### src/rtl/shared_res_arbiter_if.sv
// Request/grant bundle between NUM_REQ requesters and the shared-resource arbiter.
// Requesters drive req/done; the arbiter drives the grant side.
interface shared_res_arbiter_if #(
  parameter int NUM_REQ = 4,
  parameter int ID_W    = $clog2(NUM_REQ)
);
  // Handshake: a requester raises req[i] and holds it until its ownership ends.
  // Ownership begins on the cycle gnt[i] goes high. It ends when done[i] pulses,
  // when req[i] drops, or when the hold limit expires. gnt then drops for at least one cycle.
  logic [NUM_REQ-1:0] req;
  logic [NUM_REQ-1:0] done;
  logic [NUM_REQ-1:0] gnt;
  logic               gnt_valid;
  logic [ID_W-1:0]    gnt_id;
  logic               timeout;

  modport master (
    output req,
    output done,
    input  gnt,
    input  gnt_valid,
    input  gnt_id,
    input  timeout
  );

  modport slave (
    input  req,
    input  done,
    output gnt,
    output gnt_valid,
    output gnt_id,
    output timeout
  );
endinterface

### src/rtl/shared_res_arbiter.sv
// Round-robin arbiter time-sharing one resource among NUM_REQ requesters, with
// bounded ownership (MAX_HOLD cycles) and a one-cycle dead gap between owners.
module shared_res_arbiter #(
  parameter int NUM_REQ  = 4,
  parameter int MAX_HOLD = 10,
  parameter int ID_W     = $clog2(NUM_REQ)
) (
  input  logic                       clk,
  input  logic                       rst_n,
  shared_res_arbiter_if.slave        bus,
  output logic [1:0]                 dbg_state
);

  localparam int HOLD_W = $clog2(MAX_HOLD + 1);
  localparam logic [HOLD_W-1:0] HOLD_LAST = HOLD_W'(MAX_HOLD - 1);

  localparam logic [1:0] S_IDLE  = 2'd0;
  localparam logic [1:0] S_GRANT = 2'd1;
  localparam logic [1:0] S_GAP   = 2'd2;

  logic [1:0]         state_q, state_d;
  logic [ID_W-1:0]    ptr_q, ptr_d;
  logic [HOLD_W-1:0]  hold_q, hold_d;
  logic [NUM_REQ-1:0] gnt_q, gnt_d;
  logic               gnt_valid_q, gnt_valid_d;
  logic [ID_W-1:0]    gnt_id_q, gnt_id_d;
  logic               timeout_q, timeout_d;

  logic               win_found;
  logic [ID_W-1:0]    win_idx;
  logic [ID_W-1:0]    scan_idx;
  logic               own_done;
  logic               own_req;
  logic               expired;

  // First requester at or above ptr, wrapping from NUM_REQ-1 back to 0.
  always_comb begin
    win_found = 1'b0;
    win_idx   = '0;
    scan_idx  = '0;
    for (int i = 0; i < NUM_REQ; i++) begin
      scan_idx = ID_W'((int'(ptr_q) + i) % NUM_REQ);
      if (!win_found && bus.req[scan_idx]) begin
        win_found = 1'b1;
        win_idx   = scan_idx;
      end
    end
  end

  // gnt_id_q holds the owner index for the whole time the FSM sits in GRANT.
  assign own_done = bus.done[gnt_id_q];
  assign own_req  = bus.req[gnt_id_q];
  assign expired  = (hold_q == HOLD_LAST);

  always_comb begin
    state_d     = state_q;
    ptr_d       = ptr_q;
    hold_d      = hold_q;
    gnt_d       = gnt_q;
    gnt_valid_d = gnt_valid_q;
    gnt_id_d    = gnt_id_q;
    timeout_d   = 1'b0;
    case (state_q)
      S_GRANT: begin
        if (own_done || !own_req || expired) begin
          state_d     = S_GAP;
          gnt_d       = '0;
          gnt_valid_d = 1'b0;
          gnt_id_d    = '0;
          ptr_d       = (gnt_id_q == ID_W'(NUM_REQ - 1)) ? '0 : gnt_id_q + 1'b1;
          // Expiry only reports when nothing else ended the ownership.
          timeout_d   = expired && own_req && !own_done;
        end else begin
          hold_d = hold_q + 1'b1;
        end
      end
      default: begin
        // IDLE and GAP both arbitrate, so a handover costs exactly one empty cycle.
        if (win_found) begin
          state_d     = S_GRANT;
          gnt_d       = NUM_REQ'(1) << win_idx;
          gnt_valid_d = 1'b1;
          gnt_id_d    = win_idx;
          hold_d      = '0;
        end else begin
          state_d = S_IDLE;
        end
      end
    endcase
  end

  always_ff @(posedge clk or negedge rst_n) begin
    if (!rst_n) begin
      state_q     <= S_IDLE;
      ptr_q       <= '0;
      hold_q      <= '0;
      gnt_q       <= '0;
      gnt_valid_q <= 1'b0;
      gnt_id_q    <= '0;
      timeout_q   <= 1'b0;
    end else begin
      state_q     <= state_d;
      ptr_q       <= ptr_d;
      hold_q      <= hold_d;
      gnt_q       <= gnt_d;
      gnt_valid_q <= gnt_valid_d;
      gnt_id_q    <= gnt_id_d;
      timeout_q   <= timeout_d;
    end
  end

  assign bus.gnt       = gnt_q;
  assign bus.gnt_valid = gnt_valid_q;
  assign bus.gnt_id    = gnt_id_q;
  assign bus.timeout   = timeout_q;
  assign dbg_state     = state_q;

endmodule
### src/flat_wrapper.sv
// flat-port wrapper written by rule: the top's interface ports become plain ports
module shared_res_arbiter_flat 
#(
  parameter int NUM_REQ  = 4,
  parameter int MAX_HOLD = 10,
  parameter int ID_W     = $clog2(NUM_REQ)
)
  (clk, rst_n, dbg_state, bus_req, bus_done, bus_gnt, bus_gnt_valid, bus_gnt_id, bus_timeout);
  shared_res_arbiter_if #(.NUM_REQ(NUM_REQ), .ID_W(ID_W)) bus_i ();
  input  logic clk;
  input  logic rst_n;
  output logic [1:0] dbg_state;
  input wire logic [$bits(bus_i.req)-1:0] bus_req;
  input wire logic [$bits(bus_i.done)-1:0] bus_done;
  output wire logic [$bits(bus_i.gnt)-1:0] bus_gnt;
  output wire logic [$bits(bus_i.gnt_valid)-1:0] bus_gnt_valid;
  output wire logic [$bits(bus_i.gnt_id)-1:0] bus_gnt_id;
  output wire logic [$bits(bus_i.timeout)-1:0] bus_timeout;
  assign bus_i.req = bus_req;
  assign bus_i.done = bus_done;
  assign bus_gnt = bus_i.gnt;
  assign bus_gnt_valid = bus_i.gnt_valid;
  assign bus_gnt_id = bus_i.gnt_id;
  assign bus_timeout = bus_i.timeout;
  shared_res_arbiter #(.NUM_REQ(NUM_REQ), .MAX_HOLD(MAX_HOLD), .ID_W(ID_W)) u_core (.clk(clk), .rst_n(rst_n), .bus(bus_i), .dbg_state(dbg_state));
endmodule
### config.mk
export PLATFORM = sky130hd
export DESIGN_NAME = shared_res_arbiter_flat
export DESIGN_NICKNAME = d
export VERILOG_FILES = /design/src/rtl/shared_res_arbiter_if.sv /design/src/rtl/shared_res_arbiter.sv /design/src/flat_wrapper.sv
export SDC_FILE = /design/constraint.sdc
export NUM_CORES = 1
export LEC_CHECK = 0
export CELL_PAD_IN_SITES_DETAIL_PLACEMENT = 0
export CELL_PAD_IN_SITES_GLOBAL_PLACEMENT = 1
export CORE_ASPECT_RATIO = 1.5
export CORE_MARGIN = 3
export CORE_UTILIZATION = 33
export DETAILED_ROUTE_END_ITERATION = 12
export PLACE_DENSITY = 0.7
export SYNTH_ARGS = -nofsm -noshare
export SYNTH_HDL_FRONTEND = slang
export SYNTH_SLANG_ARGS = --single-unit
### constraint.sdc
create_clock -name clk -period 1.5 [get_ports clk]
set_input_delay 0.3 -clock clk [delete_from_list [all_inputs] [get_ports clk]]
set_output_delay 0.3 -clock clk [all_outputs]
set_load 0.01 [all_outputs]
==> results.sh <==
export IMPL_cp_slowest_cell="mux4_2"
export IMPL_seq_area_frac_synth_pct=46.3
export IMPL_io_pins=20
export IMPL_rows=22
export IMPL_startpoint_type="flip-flop"
export IMPL_cts_sinks=16
export IMPL_grt_max_degree=17
export IMPL_avgRoutedWirePerCell_um=14.8
export IMPL_hold_path_class="in -> async"
export IMPL_ys_types=31
export IMPL_clk_pin_slew_worst_paths_ps=110
export IMPL_initial_core_util_pct=34.9
export IMPL_period_share_pct=108
export IMPL_tightest_slew_ps=425
export IMPL_min_period_ps=1620
export IMPL_vias_per_cell=5.32
export IMPL_portBuffers=19
export IMPL_avgSynthCellArea_um2=10.7
export IMPL_irDropWorstVdd_v=0.000831
export IMPL_syn_area_um2=865
export IMPL_drv_slew=0
export IMPL_firstDrtPassIters=4
export IMPL_synth_top_area_cell="dfrtp_1"
export IMPL_fin_nets=137
export IMPL_cp_data_arrival_time_ps=1860
export IMPL_path_buf_inv=0
export IMPL_p_per_area_mw_per_mm2=1700
export IMPL_overflow=0
export IMPL_route_antenna_remaining_nets=0
export IMPL_die_h_um=68.7
export IMPL_grt_total_usage_pct=15.8
export IMPL_hold_viol=0
export IMPL_hpwl_um=1690
export IMPL_ys_ff_latch=16
export IMPL_cts_tree="done"
export IMPL_detailedPlace_worstSlack_ps=-577
export IMPL_critical_path_class="reg -> reg"
export IMPL_via_count=782
export IMPL_gp_congestion=0.748
export IMPL_antenna_found_initial=0
export IMPL_final_common_cell="buf_4"
export IMPL_utilization_pct=54.0
export IMPL_critical_path_cell_chain="mux4_2 > or4_4 > a21oi_2"
export IMPL_initialDrtViolationCount=9
export IMPL_status="complete, but fails checks"
export IMPL_syn_nets=94
export IMPL_fmax_mhz=617
export IMPL_hold_buffers=0
export IMPL_fp_coreArea_mm2=0.00248
export IMPL_drc=0
export IMPL_area_growth_pct=54.7
export IMPL_n_fill_cell=243
export IMPL_critPathRequiredTime_ps=1730
export IMPL_postSynthCellCount=81
export IMPL_grt_pass1_vias=801
export IMPL_cap_violations=0
export IMPL_clkLatencyLatePin_ps=300
export IMPL_rsz0062_at_grt="true"
export IMPL_p_leak_nw=0.638
export IMPL_setup_violations=7
export IMPL_finalClockSkew_ps=5.62
export IMPL_grt_pass1_wl_um=3570
export IMPL_dieArea_mm2=0.00328
export IMPL_crit_fanout=4
export IMPL_synth_top_area_share_pct=46.3
export IMPL_layoutNonFillerInstCount=147
export IMPL_cts_buffer_depth=2
export IMPL_setup_slack_ps=-122
export IMPL_yosys_warnings=0
export IMPL_crit_family="multiplexers"
export IMPL_violations="negative setup slack"
export IMPL_routed_wl_um=2170
export IMPL_diodes=0
export IMPL_cts_buffers=3
export IMPL_maxSlewHeadroom_pct=71.3
export IMPL_setup_tns_ps=-442
export IMPL_dp_cells=141
export IMPL_clockRootBuffer="clkbuf_4"
export IMPL_cp_end_kind="flip-flop"
export IMPL_drive_gt1_share_pct=35.0
export IMPL_synth_area_leaders="dfrtp_1 (46%), nor2b_1 (5.8%), mux4_2 (5.2%)"
export IMPL_total_power_mw=2.27
export IMPL_cts_htree_levels=1
export IMPL_chipWidth_um=47.8
export IMPL_crit_path_max_incr_delay_ps=570
export IMPL_layout_common_cells="buf_4 (17), dlygate4sd2_1 (15), dfrtp_1 (15)"
-- routing by layer --
metal | GRT usage [%] | vias to the layer above | wire length (um)
li1 | - | 385 | -
met1 | 16.7 | 377 | 849
met2 | 28.3 | 15 | 1180
met3 | 2.60 | 5 | 94
met4 | 8.08 | 0 | 48
met5 | 0 | - | 0
-- layout make-up --
type	count	area [um^2]	area share (%)
Multi-Input combinational cell	63	528	39.5
Sequential cell	16	402	30.0
Timing Repair Buffer	39	338	25.3
Clock buffer	4	36.3	2.71
Tap cell	24	30.0	2.25
Inverter	1	3.75	0.281
-- where the power goes --
group / total (mW) / internal, mW / switching (mW)
Sequential: 0.671 / 0.574 / 0.0977
Clock: 0.306 / 0.148 / 0.158
Combinational: 1.29 / 0.686 / 0.609
-- cell families after synthesis --
family	share of synthesized area, %
AOI/OAI and AO/OA	14.8
and+or+nand+nor	22.4
adders and majority gates	4.34
DFF	46.3
buffers and inverters	0.867
muxes	11.3
-- state kept, by name (all words and copies together) (netlist names) --
name and cells:
u_core.ptr_q 2, u_core.bus.gnt_valid 1, u_core.bus.gnt_id 2, u_core.bus.gnt 4, u_core.dbg_state 2, u_core.bus.timeout 1, u_core.hold_q 4
-- synthesized netlist by cell type --
| cell | number |
|---|---|
| nand4_1 | 1 |
| nand2_1 | 5 |
| a22o_1 | 2 |
| o22ai_1 | 1 |
| a21boi_0 | 1 |
| mux2_2 | 2 |
| nor4b_1 | 1 |
| o311ai_0 | 1 |
| nand3b_1 | 1 |
| or2_2 | 1 |
| o31a_1 | 1 |
| ha_1 | 3 |
| o21bai_1 | 1 |
| nor4_1 | 2 |
| o31ai_1 | 2 |
| a21oi_2 | 1 |
| nand3_1 | 1 |
| inv_1 | 1 |
| o2bb2ai_1 | 2 |
| nor2_1 | 6 |
| dfrtp_1 | 16 |
| nand2b_1 | 5 |
| nor2b_1 | 8 |
| o21ai_0 | 3 |
| nor3_1 | 2 |
| or4_1 | 1 |
| clkbuf_1 | 1 |
| mux2i_1 | 3 |
| a21oi_1 | 3 |
| mux4_2 | 2 |
| and2b_1 | 1 |
-- path summary, 6_finish.rpt --
path,cells after the start,slack (ps),end,from
min in group clk,1,510,u_core.bus.gnt[1]$_DFFE_PN0P_,u_core.bus.gnt[1]$_DFFE_PN0P_
worst max register to register,3,-120,u_core.hold_q[3]$_DFFE_PN0P_,u_core.bus.gnt_id[1]$_DFFE_PN0P_
worst max-delay path,3,-120,u_core.hold_q[3]$_DFFE_PN0P_,u_core.bus.gnt_id[1]$_DFFE_PN0P_
worst min register to register,1,510,u_core.bus.gnt[1]$_DFFE_PN0P_,u_core.bus.gnt[1]$_DFFE_PN0P_
max in group asynchronous,2,990,u_core.bus.gnt_id[1]$_DFFE_PN0P_,rst_n
worst min-delay path,2,310,u_core.dbg_state[1]$_DFFE_PN0P_,rst_n
-- metrics by stage --
step	hold WS, ps	cell area, um^2
after global routing	314	1340
final	310	1340
after global placement	478	1230
after detailed placement	485	1230
after CTS	310	1310
after floorplan	4.41	881
-- timing repair --
action / CTS / global route
setup buffers: 2 / 0
pin swaps: 4 / 1
resized for setup: 28 / 9
endpoints found under the setup margin: 22 / 14
cloned: 0 / 0
Power figures use the tool's default switching activity.
